<file path="config.mk">
export PLATFORM = sky130hd
export DESIGN_NAME = upc_serial_tx
export DESIGN_NICKNAME = d
export VERILOG_FILES = /design/src/rtl/upc_serial_tx.sv
export SDC_FILE = /design/constraint.sdc
export NUM_CORES = 1
export LEC_CHECK = 0
export CORE_UTILIZATION = 57
export CTS_CLUSTER_DIAMETER = 120
export DETAILED_ROUTE_END_ITERATION = 7
export PLACE_DENSITY_LB_ADDON = 0.1
export SLEW_MARGIN = 10
export SYNTH_ARGS = -nofsm -noshare
export SYNTH_HDL_FRONTEND = slang
export SYNTH_SLANG_ARGS = --single-unit
</file>
<file path="constraint.sdc">
create_clock -name clk -period 3.2 [get_ports clk]
set_clock_uncertainty 0.15 [all_clocks]
set_input_delay 0.32 -clock clk [delete_from_list [all_inputs] [get_ports clk]]
set_output_delay 0.32 -clock clk [all_outputs]
set_load 0.05 [all_outputs]
</file>
<file path="src/rtl/upc_serial_tx.sv">
// Serialises a captured UPC code and security mark as one framed, odd-parity word, MSB first.
// One frame in flight; tx/done are registered, and ready is high only while idle.
module upc_serial_tx #(
  parameter int UPC_W      = 3,
  parameter int BIT_CYCLES = 4
) (
  input  logic             clk,
  input  logic             reset,
  input  logic             start,
  input  logic [UPC_W-1:0] upc,
  input  logic             mark,
  output logic             ready,
  output logic             tx,
  output logic             done
);

  localparam int SW = UPC_W + 2;
  localparam int CW = (BIT_CYCLES > 1) ? $clog2(BIT_CYCLES) : 1;
  localparam int IW = (UPC_W > 1) ? $clog2(UPC_W) : 1;

  typedef enum logic [2:0] {
    S_IDLE, S_START, S_DATA, S_MARK, S_PARITY, S_STOP
  } state_t;

  state_t          state_q, state_d;
  logic [CW-1:0]   cnt_q, cnt_d;
  logic [IW-1:0]   idx_q, idx_d;
  logic [SW-1:0]   shift_q, shift_d;
  logic            tx_q, tx_d;
  logic            done_q, done_d;
  logic            bit_last;

  assign bit_last = (cnt_q == CW'(BIT_CYCLES - 1));

  always_ff @(posedge clk or negedge reset) begin
    if (!reset) begin
      state_q <= S_IDLE;
      cnt_q   <= '0;
      idx_q   <= '0;
      shift_q <= '0;
      tx_q    <= 1'b1;
      done_q  <= 1'b0;
    end else begin
      state_q <= state_d;
      cnt_q   <= cnt_d;
      idx_q   <= idx_d;
      shift_q <= shift_d;
      tx_q    <= tx_d;
      done_q  <= done_d;
    end
  end

  // The shift register holds {upc, mark, parity}; tx is loaded with the bit
  // the next state will present, so it changes on the same edge as the state.
  always_comb begin
    state_d = state_q;
    cnt_d   = cnt_q;
    idx_d   = idx_q;
    shift_d = shift_q;
    tx_d    = tx_q;
    done_d  = 1'b0;
    if (state_q != S_IDLE) begin
      cnt_d = bit_last ? '0 : cnt_q + 1'b1;
    end
    case (state_q)
      S_IDLE: begin
        cnt_d = '0;
        tx_d  = 1'b1;
        if (start) begin
          shift_d = {upc, mark, ~^{upc, mark}};
          state_d = S_START;
          tx_d    = 1'b0;
        end
      end
      S_START: begin
        if (bit_last) begin
          state_d = S_DATA;
          idx_d   = IW'(UPC_W - 1);
          tx_d    = shift_q[SW-1];
        end
      end
      S_DATA: begin
        if (bit_last) begin
          shift_d = shift_q << 1;
          tx_d    = shift_q[SW-2];
          if (idx_q == '0) begin
            state_d = S_MARK;
          end else begin
            idx_d = idx_q - 1'b1;
          end
        end
      end
      S_MARK: begin
        if (bit_last) begin
          shift_d = shift_q << 1;
          tx_d    = shift_q[SW-2];
          state_d = S_PARITY;
        end
      end
      S_PARITY: begin
        if (bit_last) begin
          shift_d = shift_q << 1;
          tx_d    = 1'b1;
          state_d = S_STOP;
        end
      end
      S_STOP: begin
        if (bit_last) begin
          state_d = S_IDLE;
          idx_d   = '0;
          tx_d    = 1'b1;
          done_d  = 1'b1;
        end
      end
      default: begin
        state_d = S_IDLE;
        cnt_d   = '0;
        tx_d    = 1'b1;
      end
    endcase
  end

  assign ready = (state_q == S_IDLE);
  assign tx    = tx_q;
  assign done  = done_q;

endmodule

</file>
==> summary.txt <==
Outcome
  – Run status: complete, no violations

Synth
  – Post-synth cell types: 39
  – Number of enable flip-flop cells after synthesis: 0
  – Largest cells by area after synthesis: sky130_fd_sc_hd__dfrtp_1 (39%), sky130_fd_sc_hd__a211oi_1 (3.6%), sky130_fd_sc_hd__dfstp_2 (3.2%)
  – Largest area contributor in the synthesized netlist: sky130_fd_sc_hd__dfrtp_1
  – Flops & latches, synth: 14
  – Share of the synthesized area in the top cell type: 0.392
  – Fraction of registers with async set or reset after synthesis: 1.00
  – Post-synthesis area per instance: 10.2 sq um
  – Combined area of all synthesized cells: 830 sq um
  – Syn Inst Count: 81
  – Main synth FF type: sky130_fd_sc_hd__dfrtp_1
  – Yosys warnings: 0
  – Share of synthesized area occupied by flip-flops and latches: 0.424
  – Net Count, Synth: 90

Layout
  – Share of post-route cells with drive strength above 1: 0.100
  – Finished Core Util: 0.705
  – Final standard cell area without fillers: 940 sq um
  – Filler instances: 101
  – Area Growth Syn to Fin: 13.3%
  – Nets@finish: 100
  – Antenna diode count: 0
  – Total area of multi-input combinational cells: 424 sq um
  – Sequential cell area in the final layout: 352 sq um

CTS
  – Setup bufs post-CTS: 0
  – Inserted Clock Buffers: 3
  – Clock transition time at the flip-flop clock pins of the worst setup and hold paths: 0.08 ns
  – Worst-skew pair later-pin latency: 0.28 ns
  – TritonCTS sink count: 14
  – CTS hold repair buffers: 0
  – Maximum buffer depth of the clock tree: 2
  – Root buffer selected by CTS: sky130_fd_sc_hd__clkbuf_4
  – CTS H-tree lvls: 1
  – Count of instances resized after the clock tree is built: 0
  – CTS tree: yes

Floorplanning
  – Die ar.: 0.00161 sq mm
  – Chip Height: 40.2 um
  – IO Pins: 10
  – Core region area: 0.00133 sq mm
  – Initial core utilization: 0.622
  – Number of standard-cell rows in the floorplan: 13
  – Die extent in x: 40.2 um

Placed design
  – Pre-CTS worst setup slack: 0.975 ns
  – RD Place Congestion: 0.836
  – HPWL after detailed placement: 1.17 mm
  – DP Area: 903 sq um
  – # port buffers: 9

GRT
  – Global-route wire length before repair: 2.48 mm
  – Maximum number of pins on one net before global-route repair: 16
  – Number of global-route vias before repair: 546
  – Number of antenna violations at the first check in global routing: 0
  – Global Route Usage Sum: 0.247
  – Leftover overflow at the end of global routing: 0

STA
  – Post-route minimum period: 2.52 ns
  – Total negative setup slack: 0 ns
  – Final hold violation count: 0
  – Endpoints failing setup: 0
  – Worst hold margin: 0.259 ns
  – Final worst path period share: 0.789
  – F_max: 0.396 GHz
  – Normalized max-slew margin: 0.598
  – Setup repair after global routing missed its margin: no
  – Transition time at the pin with the least slew margin: 0.601 ns
  – Worst path setup slack after routing: 0.677 ns
  – Slew Viols, Final: 0

Setup path
  – Worst reg2reg endpoint: shift_q[1]
  – Classification of the worst setup path: flop to output port
  – Beginning of the critical path: state_q[1]
  – Top fanout value on the critical path: 14
  – R2r setup slk: 1.47 ns
  – Sort of element at the start of the critical path: flop
  – RR Startpoint: state_q[2]
  – Timing endpoint of the critical path: ready
  – Required @ worst endpoint: 2.73 ns
  – Depth of the worst register-to-register path: 3
  – Arr. time, crit path: 2.05 ns
  – Crit path capture type: output port

Drt
  – Met3 layer wire length in the routed design: 77 um
  – Average vias per placed instance: 6.31
  – Final routed DRC violation total: 0
  – Routed wire length on met2: 711 um
  – Detailed Route WL: 1.60 mm
  – Vias: 663
  – Drt pass-1 iters: 4
  – M1 WL: 765 um
  – Routed wire per std cell: 15.2 um
  – Antenna viol nets, final: 0
  – Highest routing layer actually used: met4
  – Violation count after the first detailed-routing iteration: 22

Power
  – Power density cells: 1010 mW/mm^2
  – Leakage power: 0.401 nW
  – Largest vdd supply drop: 0.616 mV

Flow run
  – Max cap viols: 0

Worst hold path
  – Classification of the worst-slack hold path: primary input to asynchronous set/reset pin
## cell usage in the layout, fill, tap and decap left out, drive strengths merged, types with 2 or more instances in the layout
cell type	Yosys	layout
clkdlybuf4s50	0	9
nand2	4	4
and3b	2	2
or3b	2	2
ha	2	2
nor2	4	4
mux2	2	2
a211oi	4	4
nand3	4	4
a22oi	2	2
inv	5	5
o21ai	6	6
o22ai	2	2
clkbuf	0	4
dfrtp	13	13
a31oi	4	4
xnor2	3	3
## through the flow
| stage | power [mW] | instances |
|---|---|---|
| 2_1_floorplan | 0.728 | 81 |
| 3_3_place_gp | 0.802 | 101 |
| 3_5_place_dp | 0.818 | 101 |
| 4_1_cts | 0.949 | 105 |
| 5_1_grt | 1.02 | 105 |
| 6_report | 0.944 | 105 |
## cell usage after synthesis (2+ instances only)
master,n
sky130_fd_sc_hd__nand2_1,4
sky130_fd_sc_hd__or3b_1,2
sky130_fd_sc_hd__xnor2_1,3
sky130_fd_sc_hd__inv_1,5
sky130_fd_sc_hd__o22ai_1,2
sky130_fd_sc_hd__a22oi_1,2
sky130_fd_sc_hd__o21ai_0,5
sky130_fd_sc_hd__and3b_1,2
sky130_fd_sc_hd__nor2_1,3
sky130_fd_sc_hd__dfrtp_1,13
sky130_fd_sc_hd__nand3_1,4
sky130_fd_sc_hd__buf_6,2
sky130_fd_sc_hd__a31oi_1,4
sky130_fd_sc_hd__a211oi_1,4
sky130_fd_sc_hd__ha_1,2
## where the power goes
group | total (mW) | switching [mW] | internal, mW
Combinational | 0.458 | 0.253 | 0.205
Sequential | 0.359 | 0.0986 | 0.261
Clock | 0.127 | 0.0574 | 0.0694
Total | 0.944 | 0.410 | 0.535
## flip-flops by register name (all words and copies together) (netlist names)
name,count
state_q,3
tx,1
idx_q,2
done,1
shift_q,5
cnt_q,2
## critical path: stages, from the launching register on
cell and delay (ns):
sky130_fd_sc_hd__dfrtp_1 0.52, sky130_fd_sc_hd__nor3_1 0.37, sky130_fd_sc_hd__clkdlybuf4s50_1 0.87
## worst min-delay path by stage
stage | startpoint | end | slack (ns) | cells after the start
3_5_place_dp | cnt_q[0] | cnt_q[0] | 0.31 | 1
2_1_floorplan | reset | cnt_q[0] | -0.13 | 0
5_1_grt | reset | idx_q[1] | 0.31 | 1
4_1_cts | reset | cnt_q[1] | 0.27 | 1
6_report | reset | done | 0.26 | 1
3_3_place_gp | cnt_q[0] | cnt_q[0] | 0.27 | 1
## layer usage
metal,GRT usage,up-vias
met1,0.325,311
met5,0,-
met4,0.155,0
met2,0.339,24
li1,-,321
met3,0.0833,7
## final cells by class
| type | count | area share |
|---|---|---|
| inverters | 5 | 0.0200 |
| flip-flops and latches | 14 | 0.374 |
| well taps | 15 | 0.0200 |
| clock buffers | 4 | 0.0386 |
| repair buffers | 9 | 0.0959 |
| multi-input cells | 58 | 0.451 |
## kinds of logic (layout without fill, tap and decap cells)
group | Yosys count | after routing | share of synthesized area
AOI/OAI and AO/OA | 25 | 25 | 0.202
DFF | 14 | 14 | 0.424
and+or+nand+nor | 24 | 24 | 0.198
muxes | 3 | 3 | 0.0392
adders and majority gates | 2 | 2 | 0.0302
xor gates and xnor gates | 4 | 4 | 0.0422
buffers and inverters | 9 | 18 | 0.0649
No activity file was read; power rests on OpenSTA's default activity.
